$ cat src/rtl/sub_seq_pkg.sv
// Shared definitions for the bit-serial subtractor.
// Holds the FSM state encoding and the counter-width helper.
// No ports; imported by subtractor_4bit_seq.
package sub_seq_pkg;

  localparam int DEF_WIDTH = 4;

  typedef enum logic [1:0] {
    S_IDLE  = 2'd0,
    S_SHIFT = 2'd1,
    S_DONE  = 2'd2
  } state_t;

  // The bit counter must be able to hold the value WIDTH.
  function automatic int cnt_width(input int width);
    return $clog2(width + 1);
  endfunction

endpackage

$ cat src/rtl/full_subtractor_beha.sv
// One-bit full subtractor: d = a - b - brw, with borrow-out.
// Latency: purely combinational.
// Ports: a, b, brw (borrow-in) -> d (difference bit), brw_next (borrow-out).
module full_subtractor_beha (
  input  logic a,
  input  logic b,
  input  logic brw,
  output logic d,
  output logic brw_next
);

  assign d        = a ^ b ^ brw;
  // Borrow when b exceeds a, or when a==b and a borrow is already pending.
  assign brw_next = (~a & b) | (~(a ^ b) & brw);

endmodule

$ cat src/rtl/subtractor_4bit_seq.sv
// Bit-serial subtractor: Diff = A - B - Bin, one bit per clock, LSB first.
// Latency: start accepted at edge 0, done pulses in the cycle after edge WIDTH+1.
// Busy handshake: start is ignored while busy=1; Diff/Bout hold until the next done.
// Ports: clk, rst_n (async, active-low), start, A, B, Bin -> busy, done, Diff, Bout,
//        and Ovf (signed overflow) only when SUB_OVERFLOW_EN is defined.
module subtractor_4bit_seq
  import sub_seq_pkg::*;
#(
  parameter int WIDTH = DEF_WIDTH
) (
  input  logic             clk,
  input  logic             rst_n,
  input  logic             start,
  input  logic [WIDTH-1:0] A,
  input  logic [WIDTH-1:0] B,
  input  logic             Bin,
  output logic             busy,
  output logic             done,
  output logic [WIDTH-1:0] Diff,
  output logic             Bout
`ifdef SUB_OVERFLOW_EN
  ,
  output logic             Ovf
`endif
);

  localparam int CW = cnt_width(WIDTH);

  state_t           state;
  state_t           state_nxt;

  logic [WIDTH-1:0] a_sr;
  logic [WIDTH-1:0] b_sr;
  logic [WIDTH-1:0] res;
  logic             brw;
  logic [CW-1:0]    cnt;

  logic             fs_d;
  logic             fs_brw;
  logic             load;
  logic             shift;
  logic             finish;
  logic             last_bit;

  assign last_bit = (cnt == CW'(WIDTH - 1));

  full_subtractor_beha u_fs (
    .a        (a_sr[0]),
    .b        (b_sr[0]),
    .brw      (brw),
    .d        (fs_d),
    .brw_next (fs_brw)
  );

  // State register
  always_ff @(posedge clk or negedge rst_n) begin
    if (!rst_n) begin
      state <= S_IDLE;
    end else begin
      state <= state_nxt;
    end
  end

  // Next-state logic
  always_comb begin
    state_nxt = state;
    case (state)
      S_IDLE:  if (start)    state_nxt = S_SHIFT;
      S_SHIFT: if (last_bit) state_nxt = S_DONE;
      S_DONE:                state_nxt = S_IDLE;
      default:               state_nxt = S_IDLE;
    endcase
  end

  // FSM outputs
  always_comb begin
    busy   = 1'b0;
    load   = 1'b0;
    shift  = 1'b0;
    finish = 1'b0;
    case (state)
      S_IDLE: begin
        load = start;
      end
      S_SHIFT: begin
        busy  = 1'b1;
        shift = 1'b1;
      end
      S_DONE: begin
        busy   = 1'b1;
        finish = 1'b1;
      end
      default: begin
        busy = 1'b0;
      end
    endcase
  end

  // Datapath: operand shift registers, borrow, result, bit counter, outputs.
  always_ff @(posedge clk or negedge rst_n) begin
    if (!rst_n) begin
      a_sr <= '0;
      b_sr <= '0;
      res  <= '0;
      brw  <= 1'b0;
      cnt  <= '0;
      Diff <= '0;
      Bout <= 1'b0;
      done <= 1'b0;
    end else begin
      done <= 1'b0;
      if (load) begin
        a_sr <= A;
        b_sr <= B;
        brw  <= Bin;
        res  <= '0;
        cnt  <= '0;
      end else if (shift) begin
        a_sr <= a_sr >> 1;
        b_sr <= b_sr >> 1;
        brw  <= fs_brw;
        // Bits enter at the MSB; after WIDTH shifts bit 0 sits at the LSB.
        res  <= {fs_d, res[WIDTH-1:1]};
        cnt  <= cnt + CW'(1);
      end
      if (finish) begin
        Diff <= res;
        Bout <= brw;
        done <= 1'b1;
      end
    end
  end

`ifdef SUB_OVERFLOW_EN
  // The operand sign bits are shifted out during SHIFT, so keep copies.
  logic a_msb;
  logic b_msb;

  always_ff @(posedge clk or negedge rst_n) begin
    if (!rst_n) begin
      a_msb <= 1'b0;
      b_msb <= 1'b0;
      Ovf   <= 1'b0;
    end else begin
      if (load) begin
        a_msb <= A[WIDTH-1];
        b_msb <= B[WIDTH-1];
      end
      if (finish) begin
        // Operands of opposite sign and a result whose sign differs from A.
        Ovf <= (a_msb ^ b_msb) & (a_msb ^ res[WIDTH-1]);
      end
    end
  end
`endif

endmodule

$ cat config.mk
export PLATFORM = sky130hd
export DESIGN_NAME = subtractor_4bit_seq
export DESIGN_NICKNAME = d
export VERILOG_FILES = /design/src/rtl/sub_seq_pkg.sv /design/src/rtl/full_subtractor_beha.sv /design/src/rtl/subtractor_4bit_seq.sv
export SDC_FILE = /design/constraint.sdc
export NUM_CORES = 1
export LEC_CHECK = 0
export CAP_MARGIN = 20
export CORE_MARGIN = 2
export CORE_UTILIZATION = 51
export DETAILED_ROUTE_END_ITERATION = 6
export HOLD_SLACK_MARGIN = 0.02
export PLACE_DENSITY = 0.89
export REMOVE_ABC_BUFFERS = 1
export SLEW_MARGIN = 30
export SYNTH_ARGS = -nofsm -noshare
export SYNTH_HDL_FRONTEND = slang
export SYNTH_SLANG_ARGS = --single-unit
export TNS_END_PERCENT = 1
$ cat constraint.sdc
create_clock -name clk -period 1.8 [get_ports clk]
set_input_delay 0.36 -clock clk [delete_from_list [all_inputs] [get_ports clk]]
set_output_delay 0.36 -clock clk [all_outputs]
set_load 0.05 [all_outputs]
==> flow_metrics.env, run 1 <==
export IMPL_cp_buffers_inverters=2
export IMPL_syn_inst=95
export IMPL_cp_max_fo=4
export IMPL_drt_wl_total_mm=1.74
export IMPL_path_class="register to output pin"
export IMPL_grt_max_degree=26
export IMPL_worstSkewPairLatency_ps=310
export IMPL_die_w_um=51.7
export IMPL_crit_required_ps=1440
export IMPL_postCtsSetupBuffers=0
export IMPL_htreeDepth=1
export IMPL_grt_pass1_wl_mm=3.32
export IMPL_finalCritPeriodShare=0.939
export IMPL_synth_area_leaders="dfrtp_1, mux2i_1, ha_1"
export IMPL_setup_slack_ps=109
export IMPL_p_leak_nw=0.666
export IMPL_r2r_end="brw"
export IMPL_ys_seq_elements=24
export IMPL_final_max_slew_viol_count=0
export IMPL_power_total_mw=2.61
export IMPL_antenna_found_initial=0
export IMPL_syn_area_per_cell_um2=12.2
export IMPL_cts_buffers_inserted=3
export IMPL_io_buffers=18
export IMPL_critPathLaunchType="register"
export IMPL_clk_pin_slew_ps=130
export IMPL_ys_flop_type="dfrtp_1"
export IMPL_synth_edf_count=0
export IMPL_outcome="finished, final reports clean"
export IMPL_ys_warnings_count=0
export IMPL_ff2ff_path_depth=5
export IMPL_synth_cell_types=17
export IMPL_cts_buffer_depth=2
export IMPL_finClkSkew_ps=9.78
export IMPL_synthArstFlopShare=1.00
export IMPL_dp_cells=139
export IMPL_gp_congestion=0.709
export IMPL_max_cap_violations=0
export IMPL_row_count=17
export IMPL_design_core_area_um2=2190
export IMPL_cts_resized=0
export IMPL_hold_ws_ps=382
export IMPL_cts_hold_buf=0
export IMPL_path_delay_family="flip-flops"
export IMPL_detailed_place_hpwl_mm=1.33
export IMPL_initial_utilization=0.530
export IMPL_arrival_ps=1330
export IMPL_powerDensity_nw_per_um2=1880
export IMPL_synth_area_um2=1160
export IMPL_wl_per_cell_um=12.2
export IMPL_fin_crit_ps=1690
export IMPL_slowest_delay_ps=430
export IMPL_relSlewSlack=0.805
export IMPL_critPathSlowestCell="dfrtp_1"
export IMPL_overflow=0
export IMPL_fin_setup_tns_ps=0
export IMPL_die_area_um2=2670
export IMPL_grt_setup_unrepaired="no"
export IMPL_ioPinCount=19
export IMPL_finish_utilization=0.633
export IMPL_fin_nets=136
export IMPL_vias=716
export IMPL_setup_violations=0
export IMPL_ir_worst_vdd_mv=0.931
export IMPL_r2r_start="state[1]"
export IMPL_postPlaceCellArea_um2=1350
export IMPL_synth_area_leader_cell="dfrtp_1"
export IMPL_min_path_type="primary input to asynchronous set/reset pin"
export IMPL_design_area_um2=1390
export IMPL_num_antenna_cells=0
export IMPL_synthToLayoutAreaGrowth_pct=19.4
export IMPL_final_hold_viol_count=0
export IMPL_root_buffer="clkbuf_4"
export IMPL_worstSetupEndpointType="output pin"
export IMPL_rrSetupSlack_ps=280
export IMPL_preCtsSetupSlack_ps=262
export IMPL_clock_sinks=24
export IMPL_worstPathCellList="inv_1, ha_1, buf_12"
export IMPL_worst_slew_pin_slew_ps=293
export IMPL_cts_tree="built"
export IMPL_die_y_um=51.7
export IMPL_drt_drc_violations_left=0
export IMPL_yosysSeqAreaShare=0.517
export IMPL_max_freq_mhz=591
export IMPL_first_pass_iters=2
export IMPL_antenna_left=0
export IMPL_stdcell_count=143
export IMPL_synth_top_area_frac=0.517
export IMPL_netlist_top_cells_count="dfrtp_1, mux2i_1, nand2_1"
export IMPL_track_usage=0.168
export IMPL_drtIter0Drc=4
export IMPL_via_per_inst=5.01
export IMPL_layout_drive_gt1_share=0.200
export IMPL_grt_pass1_vias=728
export IMPL_post_synth_top_count_cell="dfrtp_1"
## sequential cells by signal, summed over array words and instances, names as in the netlist
name and cells:
res 4, cnt 3, brw 1, a_sr 4, state 2, b_sr 4
Bout 1, Diff 4, done 1
## layer usage
layer | track usage | up-vias | wire (um)
met1 | 0.198 | 346 | 737
met4 | 0.0789 | 0 | 36
li1 | - | 351 | -
met3 | 0.0374 | 4 | 60
met5 | 0 | - | 0
met2 | 0.291 | 15 | 904
## final cells by class
cell class	count	area, um2
sequential	24	601
inverter	7	31.3
fill	173	805
tap	28	35.0
multi-input combinational	59	473
clock buffer	4	36.3
timing repair buffer	21	210
## cell families after synthesis
kind of cell	count (synthesis)	share of synthesized area
multiplexers	19	0.178
adder cells (fa/ha/maj)	8	0.0927
AO/OA/AOI/OAI	11	0.0603
XOR/XNOR	1	0.00754
AND/OR/NAND/NOR	20	0.0690
buffers and inverters	12	0.0754
flip-flops	24	0.517
## power breakdown
part / internal, mW / leakage, nW / switching, mW
logic: 0.638 / 0.336 / 0.769
registers: 0.781 / 0.309 / 0.137
clock network: 0.124 / 0.0210 / 0.158
total: 1.54 / 0.666 / 1.06
## cell usage in the layout, fill, tap and decap left out
cell type and instances:
clkdlybuf4s50_1 11, inv_6 1, xnor2_1 1, mux2_4 2, nor2_1 6, inv_1 6, fa_1 1, nand2_1 12
and2_1 1, mux2i_1 12, o22ai_4 1, o21ai_0 1, nor2b_1 1, clkbuf_4 3, buf_12 2, mux2_2 5
ha_1 7, dfrtp_1 24, clkbuf_8 1, buf_4 8, o21ai_1 9
## worst max-delay path by stage
stage | from | endpoint | slack (ps) | cells after the start
2_1_floorplan | state[1] | state[0] | -10 | 5
3_3_place_gp | start | a_sr[2] | 350 | 5
3_5_place_dp | start | brw | 260 | 5
4_1_cts | state[0] | busy | 80 | 3
5_1_grt | state[0] | busy | 40 | 3
6_report | state[0] | busy | 110 | 3
(Power assumes the default switching activity.)
==> run 2: changes to the inputs <==
--- a/config.mk
+++ b/config.mk
@@ -7,11 +7,12 @@
 export LEC_CHECK = 0
 export CAP_MARGIN = 20
 export CORE_MARGIN = 2
-export CORE_UTILIZATION = 51
+export CORE_UTILIZATION = 46
 export DETAILED_ROUTE_END_ITERATION = 6
-export HOLD_SLACK_MARGIN = 0.02
-export PLACE_DENSITY = 0.89
+export HOLD_SLACK_MARGIN = 0.1
+export PLACE_DENSITY = 0.85
 export REMOVE_ABC_BUFFERS = 1
+export SKIP_LAST_GASP = 1
 export SLEW_MARGIN = 30
 export SYNTH_ARGS = -nofsm -noshare
 export SYNTH_HDL_FRONTEND = slang
==> constraint.sdc (replaced) <==
create_clock -name clk -period 1.4 [get_ports clk]
set_input_delay 0.28 -clock clk [delete_from_list [all_inputs] [get_ports clk]]
set_output_delay 0.28 -clock clk [all_outputs]
set_load 0.05 [all_outputs]
==> run 2 against run 1 <==
The flow now finishes with violations (setup timing); first-iteration DRC count grew to 3.0 times the previous value; sequential cell count is the same; clock skew down 4.2 ps; count of clock-buffer cells in the layout is the same; via count rose by 2.4%; combinational power is 55% higher; clock power is 29% higher; wire length up 13%; worst hold slack got worse by 87 ps; utilization down 0.26 points; global-route usage shrank 1.2 points; largest cell class unchanged; critical path depth rose by 1.
==> flow_metrics.env, run 2 (synthesis gave the netlist of run 1 again) <==
export IMPL_grt_max_degree=26
export IMPL_final_hold_viol_count=0
export IMPL_root_buffer="clkbuf_4"
export IMPL_ir_worst_vdd_mv=1.55
export IMPL_overflow=0
export IMPL_critPathSlowestCell="dfrtp_1"
export IMPL_pwr_share_clk=0.096
export IMPL_relSlewSlack=0.803
export IMPL_design_core_area_um2=2430
export IMPL_vias=733
export IMPL_stdcell_count=152
export IMPL_drt_wl_total_mm=1.96
export IMPL_dp_cells=145
export IMPL_clk_pin_slew_ps=130
export IMPL_finClkSkew_ps=5.57
export IMPL_rrSetupSlack_ps=-120
export IMPL_multi_input_area_um2=485
export IMPL_ff2ff_path_depth=6
export IMPL_antenna_found_initial=0
export IMPL_fin_crit_ps=1550
export IMPL_worstSetupEndpointType="output pin"
export IMPL_via_per_inst=4.82
export IMPL_outcome="finished, violations left"
export IMPL_fin_nets=143
export IMPL_postPlaceCellArea_um2=1460
export IMPL_drtIter0Drc=12
export IMPL_p_leak_nw=0.721
export IMPL_htreeDepth=1
export IMPL_num_antenna_cells=0
export IMPL_p_int_mw=2.31
export IMPL_setup_violations=14
export IMPL_finalCritPeriodShare=1.11
export IMPL_ioPinCount=19
export IMPL_critPathLaunchType="register"
export IMPL_die_y_um=54.2
export IMPL_clock_sinks=24
export IMPL_min_path_type="primary input to asynchronous set/reset pin"
export IMPL_r2r_start="state[1]"
export IMPL_setup_slack_ps=-150
export IMPL_cts_buffer_depth=2
export IMPL_first_pass_iters=4
export IMPL_initial_utilization=0.477
export IMPL_grt_setup_unrepaired="yes"
export IMPL_worst_slew_pin_slew_ps=295
export IMPL_synthToLayoutAreaGrowth_pct=32.0
export IMPL_die_w_um=54.2
export IMPL_p_sw_mw=1.47
export IMPL_row_count=18
export IMPL_seq_area_um2=601
export IMPL_final_common_cell="dfrtp_1"
export IMPL_swShare=0.389
export IMPL_die_area_um2=2940
export IMPL_path_class="register to output pin"
export IMPL_final_max_slew_viol_count=0
export IMPL_finish_utilization=0.630
export IMPL_final_cell_mix="dfrtp_1, nand2_1, mux2i_1, clkdlybuf4s50_1, o21ai_1"
export IMPL_slowest_delay_ps=400
export IMPL_worstSkewPairLatency_ps=320
export IMPL_wl_per_cell_um=12.9
export IMPL_grt_pass1_wl_mm=3.15
export IMPL_arrival_ps=1270
export IMPL_layout_drive_gt1_share=0.262
export IMPL_grt_pass1_vias=741
export IMPL_detailed_place_hpwl_mm=1.40
export IMPL_cts_tree="built"
export IMPL_max_cap_violations=0
export IMPL_io_buffers=18
export IMPL_power_total_mw=3.77
export IMPL_nFillCells=194
export IMPL_r2r_end="state[0]"
export IMPL_design_area_um2=1530
export IMPL_powerDensity_nw_per_um2=2460
export IMPL_cp_max_fo=2
export IMPL_combPwrFrac=0.581
export IMPL_cts_buffers_inserted=3
export IMPL_gp_congestion=0.751
export IMPL_failed_checks="setup timing"
export IMPL_crit_required_ps=1120
export IMPL_p_seq_frac=0.322
export IMPL_max_freq_mhz=645
export IMPL_worstPathCellList="inv_2, buf_6, ha_4, buf_12"
export IMPL_antenna_left=0
export IMPL_track_usage=0.157
export IMPL_drt_drc_violations_left=0
run 2: through the flow:
step           hold slack (ps)  setup TNS, ps  setup WS, ps
3_3_place_gp               496              0          27.9
6_report                   295           -762          -150
2_1_floorplan            -15.6          -3030          -414
4_1_cts                    294           -665          -165
3_5_place_dp               491          -26.8         -11.9
5_1_grt                    316          -2170          -204
run 2: worst max-delay path, delay by kind of cell (launching register included):
family	cells	cell delay, ps
adders and majority gates	1	260
DFF	1	400
buffers and inverters	3	290
run 2: final cells by class:
class | instances | area share
Tap cell | 30 | 0.0245
Timing Repair Buffer | 28 | 0.223
Inverter | 7 | 0.0204
Clock buffer | 4 | 0.0237
Multi-Input combinational cell | 59 | 0.317
Sequential cell | 24 | 0.392
run 2: how the worst max path moves through the flow:
stage | slack, ps | to | startpoint
3_3_place_gp | 30 | state[1] | cnt[0]
6_report | -150 | busy | state[1]
2_1_floorplan | -410 | state[0] | state[1]
3_5_place_dp | -10 | state[0] | state[1]
4_1_cts | -160 | busy | state[1]
5_1_grt | -200 | busy | state[1]
run 2: power groups by stage:
| stage | combinational [mW] | clock (mW) | sequential (mW) |
|---|---|---|---|
| CTS | 2.21 | 0.379 | 1.22 |
| floorplan | 1.08 | 0 | 1.39 |
| finish | 2.19 | 0.363 | 1.22 |
| global placement | 1.99 | 0 | 1.22 |
| detailed placement | 2.08 | 0 | 1.24 |
| global route | 2.38 | 0.402 | 1.25 |
run 2: per-layer routing:
layer / share of wire / global-route usage
met2: 0.49 / 0.269
met1: 0.43 / 0.175
met5: 0 / 0
met3: 0.042 / 0.0328
met4: 0.036 / 0.100
run 2: repair_timing:
action	in CTS	in global routing
hold buffers	0	0
setup endpoints to repair	3	22
resized for setup	3	0
pin swaps	1	0
setup buffers	3	0
==> run 3: changes to the inputs <==
--- a/config.mk
+++ b/config.mk
@@ -6,11 +6,13 @@
 export NUM_CORES = 1
 export LEC_CHECK = 0
 export CAP_MARGIN = 20
+export CORE_ASPECT_RATIO = 1.25
 export CORE_MARGIN = 2
-export CORE_UTILIZATION = 46
+export CORE_UTILIZATION = 49
+export CTS_BUF_LIST = sky130_fd_sc_hd__clkbuf_4
 export DETAILED_ROUTE_END_ITERATION = 6
 export HOLD_SLACK_MARGIN = 0.1
-export PLACE_DENSITY = 0.85
+export PLACE_DENSITY = 0.89
 export REMOVE_ABC_BUFFERS = 1
 export SKIP_LAST_GASP = 1
 export SLEW_MARGIN = 30
==> run 3 against run 2 <==
The flow still finishes with violations (setup timing); utilization increased by 5.8 points; global-route usage increased by 2.0 points; final cell count increased by 1.3%; total power increased by 0.15%; worst hold slack improved by 8.4 ps; via count increased by 4.8%; sequential cell count unchanged; critical path depth decreased by 1; die area decreased by 5.6%.
==> flow_metrics.env, run 3 (synthesis gave the netlist of run 1 again) <==
export IMPL_finish_utilization=0.688
export IMPL_final_common_cell="dfrtp_1"
export IMPL_track_usage=0.177
export IMPL_worstPathCellList="inv_2, ha_4, buf_12"
export IMPL_setup_violations=10
export IMPL_max_cap_violations=0
export IMPL_io_buffers=18
export IMPL_path_delay_family="flip-flops"
export IMPL_outcome="finished, violations left"
export IMPL_design_area_um2=1540
export IMPL_fin_setup_tns_ps=-254
export IMPL_layout_drive_gt1_share=0.285
export IMPL_drt_drc_violations_left=0
export IMPL_max_freq_mhz=676
export IMPL_dp_cells=146
export IMPL_die_y_um=58.4
export IMPL_fin_crit_ps=1480
export IMPL_ioPinCount=19
export IMPL_die_w_um=47.5
export IMPL_powerDensity_nw_per_um2=2460
export IMPL_fin_nets=145
export IMPL_grt_pass1_vias=784
export IMPL_worstSetupEndpointType="output pin"
export IMPL_die_area_um2=2780
export IMPL_cts_buffer_depth=2
export IMPL_crit_required_ps=1120
export IMPL_wl_per_cell_um=13.5
export IMPL_antenna_left=0
export IMPL_design_core_area_um2=2230
export IMPL_relSlewSlack=0.803
export IMPL_grt_max_degree=26
export IMPL_finalCritPeriodShare=1.06
export IMPL_drt_wl_total_mm=2.08
export IMPL_synthToLayoutAreaGrowth_pct=32.4
export IMPL_min_path_type="primary input to asynchronous set/reset pin"
export IMPL_p_leak_nw=0.721
export IMPL_critPathLaunchType="register"
export IMPL_worstSkewPairLatency_ps=310
export IMPL_htreeDepth=1
export IMPL_grt_pass1_wl_mm=3.40
export IMPL_slowest_delay_ps=430
export IMPL_overflow=0
export IMPL_num_antenna_cells=0
export IMPL_clock_sinks=24
export IMPL_first_pass_iters=4
export IMPL_cts_tree="built"
export IMPL_drtIter0Drc=2
export IMPL_row_count=19
export IMPL_critPathSlowestCell="dfrtp_1"
export IMPL_path_class="register to output pin"
export IMPL_finClkSkew_ps=3.24
export IMPL_detailed_place_hpwl_mm=1.43
export IMPL_cp_buffers_inverters=2
export IMPL_preCtsSetupSlack_ps=-30.1
export IMPL_arrival_ps=1200
export IMPL_setup_slack_ps=-80.3
export IMPL_failed_checks="setup timing"
export IMPL_clk_pin_slew_ps=120
export IMPL_root_buffer="clkbuf_4"
export IMPL_postPlaceCellArea_um2=1460
export IMPL_vias=768
export IMPL_final_cell_mix="dfrtp_1, nand2_1, mux2i_1, clkdlybuf4s50_1, buf_4"
export IMPL_gp_congestion=0.764
export IMPL_worst_slew_pin_slew_ps=296
export IMPL_final_hold_viol_count=0
export IMPL_initial_utilization=0.520
export IMPL_ir_worst_vdd_mv=1.34
export IMPL_stdcell_count=154
export IMPL_antenna_found_initial=0
export IMPL_cp_max_fo=3
export IMPL_cts_buffers_inserted=3
export IMPL_via_per_inst=4.99
export IMPL_final_max_slew_viol_count=0
export IMPL_grt_setup_unrepaired="yes"
## run 3: routing by layer
metal,vias up,GRT usage,share of wire
met5,-,0,0
met4,0,0.0888,0.029
met3,7,0.0399,0.038
met2,20,0.317,0.54
met1,376,0.183,0.39
li1,365,-,-
## run 3: stage by stage
step | power, mW | hold WS, ps
floorplan | 2.47 | -15.6
global placement | 3.21 | 505
detailed placement | 3.32 | 518
CTS | 3.76 | 314
global route | 4.02 | 334
finish | 3.78 | 303
## run 3: worst register-to-register path: cells and delay by family, from the launching register on
kind	cells	cell delay, ps
buf+inv	2	190
fa+ha+maj	1	230
flops	1	410
compound gates	1	200
mux	1	330
## run 3: final timing paths
check | from | to | slack, ps | cells after the start
setup / recovery | state[0] | busy | -80 | 3
hold / removal | rst_n | Diff[2] | 300 | 2
setup reg to reg | state[0] | state[0] | -70 | 5
hold reg to reg | b_sr[3] | b_sr[3] | 540 | 2
max in group asynchronous | rst_n | Diff[0] | 870 | 2
min in group clk | Bin | brw | 490 | 3
## run 3: what timing repair did
action,4_1_cts,5_1_grt
buffers inserted,4,1
gates resized for setup,5,0
hold buffers,0,0
endpoints found under the setup margin,11,16
pin swaps,1,1
## run 3: power breakdown
group	switching (mW)	leakage, nW	internal [mW]
Sequential	0.225	0.309	1.01
Combinational	1.08	0.398	1.18
Clock	0.188	0.0138	0.101
Total	1.50	0.721	2.28
## run 3: layout make-up
type / count / area [um2]
inverters: 7 / 31.3
well taps: 31 / 38.8
multi-input cells: 59 / 488
flip-flops and latches: 24 / 601
clock buffers: 3 / 22.5
fillers: 171 / 697
repair buffers: 30 / 357
==> variant 1: new RTL, config.mk and constraints of run 1 <==
The package constant `DEF_WIDTH` goes from 4 to 6.
--- a/src/rtl/sub_seq_pkg.sv
+++ b/src/rtl/sub_seq_pkg.sv
@@ -4,5 +4,5 @@
 package sub_seq_pkg;
 
-  localparam int DEF_WIDTH = 4;
+  localparam int DEF_WIDTH = 6;
 
   typedef enum logic [1:0] {
Interface: changed (resized A, B and Diff); port bits go from 19 to 25. No check against the original RTL was run, so the function may have changed too.
==> variant 1 against run 1 <==
- die area increased by 32%
- worst setup slack improved by 0.013 ns
- area after synthesis increased by 35%
- global-route usage increased by 0.55 points
- wire length increased by 41%
- core utilization decreased by 0.80 points
- final area increased by 34%
- sequential cell count increased by 8
- power increased by 35%
- largest power group unchanged
==> variant 1: results (changes against run 1) <==
Final Instance Area 0.00186 mm² (+34%); Fill cells 240 (+39%); vias in the first global route 986 (+35%); post-synthesis sequential area ratio 51.0% (-0.73 points); Worst path max stage delay 0.41 ns (-0.02 ns); Final nets 175 (+29%); library cells used by synthesis 22 (+5); status completed; VDD IR-drop max 0.000688 V (-26%); Final Critical Period 1.68 ns (-0.0131 ns); Avg WL per Cell 13.3 µm (+9.2%); initial antenna violation count 0 (unchanged); Worst-path clk slew 0.10 ns (-0.03 ns); largest net degree at the start of global routing 36 (+38%); XOR/XNOR Fraction of Synth Area 1.12% (+0.36 points); ratio of cells with drive above 1 in the final layout 28.9% (+8.9 points); Synth Area in Compound Gates 7.33% (+1.3 points); post-route setup TNS 0 ns (unchanged); worst slew pin tran 0.397 ns (+0.105 ns); post-DP HPWL 1.80 mm (+36%); reg-to-reg endpoint state[0]; Clock Root Buffer clkbuf_4; cts bufs inserted 5 (+2); Max H-tree Level 2 (+1); met3 usage 7.86% (+4.1 points); routed via count 953 (+33%); hold slack 0.405 ns (+0.0234 ns); portion of netlist area occupied by mux cells 18.3% (+0.55 points); drt pass-1 iters 4 (+2); Global Route met1 Usage 19.0% (-0.85 points); top cells by count, synth dfrtp_1, mux2i_1, nand2_1, o21ai_2, mux2_2; initial DRC count 11 (+7); worst skew pair latency 0.33 ns (+0.02 ns); met2 usage 30.0% (+0.92 points); ranking of synthesized cells by area dfrtp_1, mux2i_1, mux2_2; Overall Global Routing Usage 17.4% (+0.55 points); Area after DPL 0.00178 mm² (+32%); placer congestion estimate 0.690 (-2.8%); Worst Skew 0.00724 ns (-0.00254 ns); Synth Instances 124 (+31%); Leak 0.889 nW (+34%); Adder-Cell Fraction of Synth Area 6.85% (-2.4 points); dpl cells 177 (+27%); Netlist Area Pre-Place 0.00157 mm² (+35%); min-delay worst type primary input to async pin; first-pass GRT wire length 4.37 mm (+32%); fin cells 185 (+29%)
-- variant 1: cell count changes in the layout (fill, tap and decap cells not counted), moves of 3 or more --
cell             delta
o21ai_2            +11
mux2i_1             +4
buf_4               +3
clkdlybuf4s50_1     +4
nor2_1              +3
o21ai_1             -7
dfrtp_1             +8
mux2_2              +5
-- variant 1: layout make-up --
cell class	count	share of cell area, %
timing repair buffer	28	14.7
inverter	5	1.01
tap	33	2.22
multi-input combinational	79	35.0
clock buffer	6	2.22
sequential	32	43.0
clock inverter	2	1.88
-- variant 1: worst min-delay path by stage --
stage / from / endpoint
final: rst_n / b_sr[3]
after detailed placement: Diff[2] / Diff[2]
after global placement: res[0] / Diff[0]
after global routing: rst_n / a_sr[1]
after floorplan: rst_n / Bout
after CTS: rst_n / b_sr[3]
-- variant 1: where the power goes --
group / total, mW / switching, mW / internal, mW
combinational: 1.76 / 0.968 / 0.788
clock: 0.528 / 0.237 / 0.291
sequential: 1.23 / 0.191 / 1.04
total: 3.51 / 1.40 / 2.11
-- variant 1: cell families (layout without fill, tap and decap cells) --
kind of cell               count (synthesis)  count (layout)
DFF                                       32              32
and+or+nand+nor                           28              28
muxes                                     27              27
AOI/OAI and AO/OA                         14              14
buffers and inverters                     13              41
adders and majority gates                  8               8
xor gates and xnor gates                   2               2
-- variant 1: worst register-to-register path: cells and delay by family, from the launching register on --
kind / cells / cell delay (ns)
AOI/OAI and AO/OA: 1 / 0.17
adders and majority gates: 1 / 0.21
buffers and inverters: 2 / 0.29
DFF: 1 / 0.38
muxes: 1 / 0.35
-- variant 1: layer usage --
metal / vias up / wire length, µm
li1: 469 / -
met1: 458 / 996
met2: 21 / 1280
met3: 5 / 139
met4: 0 / 43
met5: - / 0
==> variant 2: new RTL, flow settings as in run 1 <==
Without the edit above. Re-encode `state_t` (3 states) as one-hot, 3 bits wide.
--- a/src/rtl/sub_seq_pkg.sv
+++ b/src/rtl/sub_seq_pkg.sv
@@ -6,8 +6,8 @@
   localparam int DEF_WIDTH = 4;
 
-  typedef enum logic [1:0] {
-    S_IDLE  = 2'd0,
-    S_SHIFT = 2'd1,
-    S_DONE  = 2'd2
+  typedef enum logic [2:0] {
+    S_IDLE  = 3'b001,
+    S_SHIFT = 3'b010,
+    S_DONE  = 3'b100
   } state_t;
 
Check against the original RTL: same outputs for any inputs over 10 cycles, from zero or initial values and one cycle with rst_n low; not proved beyond that.
==> variant 2 against run 1 <==
- power is 26% lower
- final area is 0.63% higher
- clock skew is 0.0060 ns lower
- worst setup slack worse by 0.054 ns
- area after synthesis is 3.1% lower
- critical path type unchanged
- clock power is 11% lower
- wire length is 21% higher
- sequential cell count is 1 higher
- cell count is 6.3% higher
- sequential power is 7.4% lower
==> variant 2: results (changes against run 1) <==
status completed; sequential group power 850 µW (-7.4%); Avg WL per Cell 13.8 µm (+14%); comb pwr 819 µW (-42%); first-pass GRT wire length 3.64 mm (+9.6%); placer congestion estimate 0.754 (+6.3%); post-synthesis sequential area ratio 55.7% (+4.0 points); ratio of cells with drive above 1 in the final layout 28.2% (+8.2 points); Yosys reg bits 25 (+4.2%); Clock net power 251 µW (-11%); WL final 2.10 mm (+21%); register cell area after layout 627 µm² (+4.4%); dpl cells 145 (+4.3%); non-clock buffer area fraction after layout 17.7% (+2.5 points); Slew headroom 77.4% (-3.0 points); initial DRC count 11 (+7); Fill cells 169 (-2.3%); Multi-In Gates 65 (+10%); Synth Instances 97 (+2.1%); non-clock buffer total of the final layout 27 (+29%); top cells by count, synth dfrtp_1, nand2_1, a21oi_1, nor2_1, mux2_2; Vias/cell 5.44 (+8.7%); Worst Path Arrival 1.38 ns (+0.05 ns); Signal inverters 3 (-4); Max FO, Critical Path 3 (-1); VDD IR-drop max 0.000851 V (-8.5%)
-- variant 2: cell count changes after synthesis, sizes merged, moves of 4 or more --
cell and delta:
nand2 +5, ha -5, mux2i -12, o21ai -9, a21oi +18, inv -4
-- variant 2: metal layers --
| layer | track usage (%) | wire length (µm) |
|---|---|---|
| met2 | 35.3 | 1150 |
| met4 | 7.21 | 49 |
| met5 | 0 | 0 |
| met1 | 21.5 | 823 |
| met3 | 2.63 | 84 |
-- variant 2: worst paths after layout --
| path | end | start | slack (ns) | cells after the start |
|---|---|---|---|---|
| max in group asynchronous | state[0] | rst_n | 1.13 | 2 |
| worst max register to register | b_sr[0] | state[0] | 0.30 | 5 |
| worst max-delay path | busy | state[1] | 0.06 | 4 |
| min in group clk | Diff[2] | Diff[2] | 0.53 | 1 |
| worst min-delay path | Diff[0] | rst_n | 0.39 | 2 |
| worst min register to register | Diff[2] | Diff[2] | 0.53 | 1 |
-- variant 2: repair_timing --
action / 4_1_cts / 5_1_grt
pin swaps: 0 / 0
hold buffers: 0 / 0
resized for setup: 0 / 3
cloned: 0 / 0
endpoints found under the setup margin: 1 / 1
buffers inserted: 3 / 0
-- variant 2: logic make-up (layout without fill, tap and decap cells) --
family                     after synthesis  after routing  synth area share (%)
adders and majority gates                3              3                  4.00
xor gates and xnor gates                 1              1                 0.779
DFF                                     25             25                  55.7
and+or+nand+nor                         33             33                  16.2
buffers and inverters                    7             34                  5.34
muxes                                    5              5                  5.01
AOI/OAI and AO/OA                       23             23                  12.9
-- variant 2: critical path: cells and delay by family, from the launching register on --
family	cells	cell delay [ns]
flops	1	0.43
simple gates	2	0.37
buf+inv	2	0.27
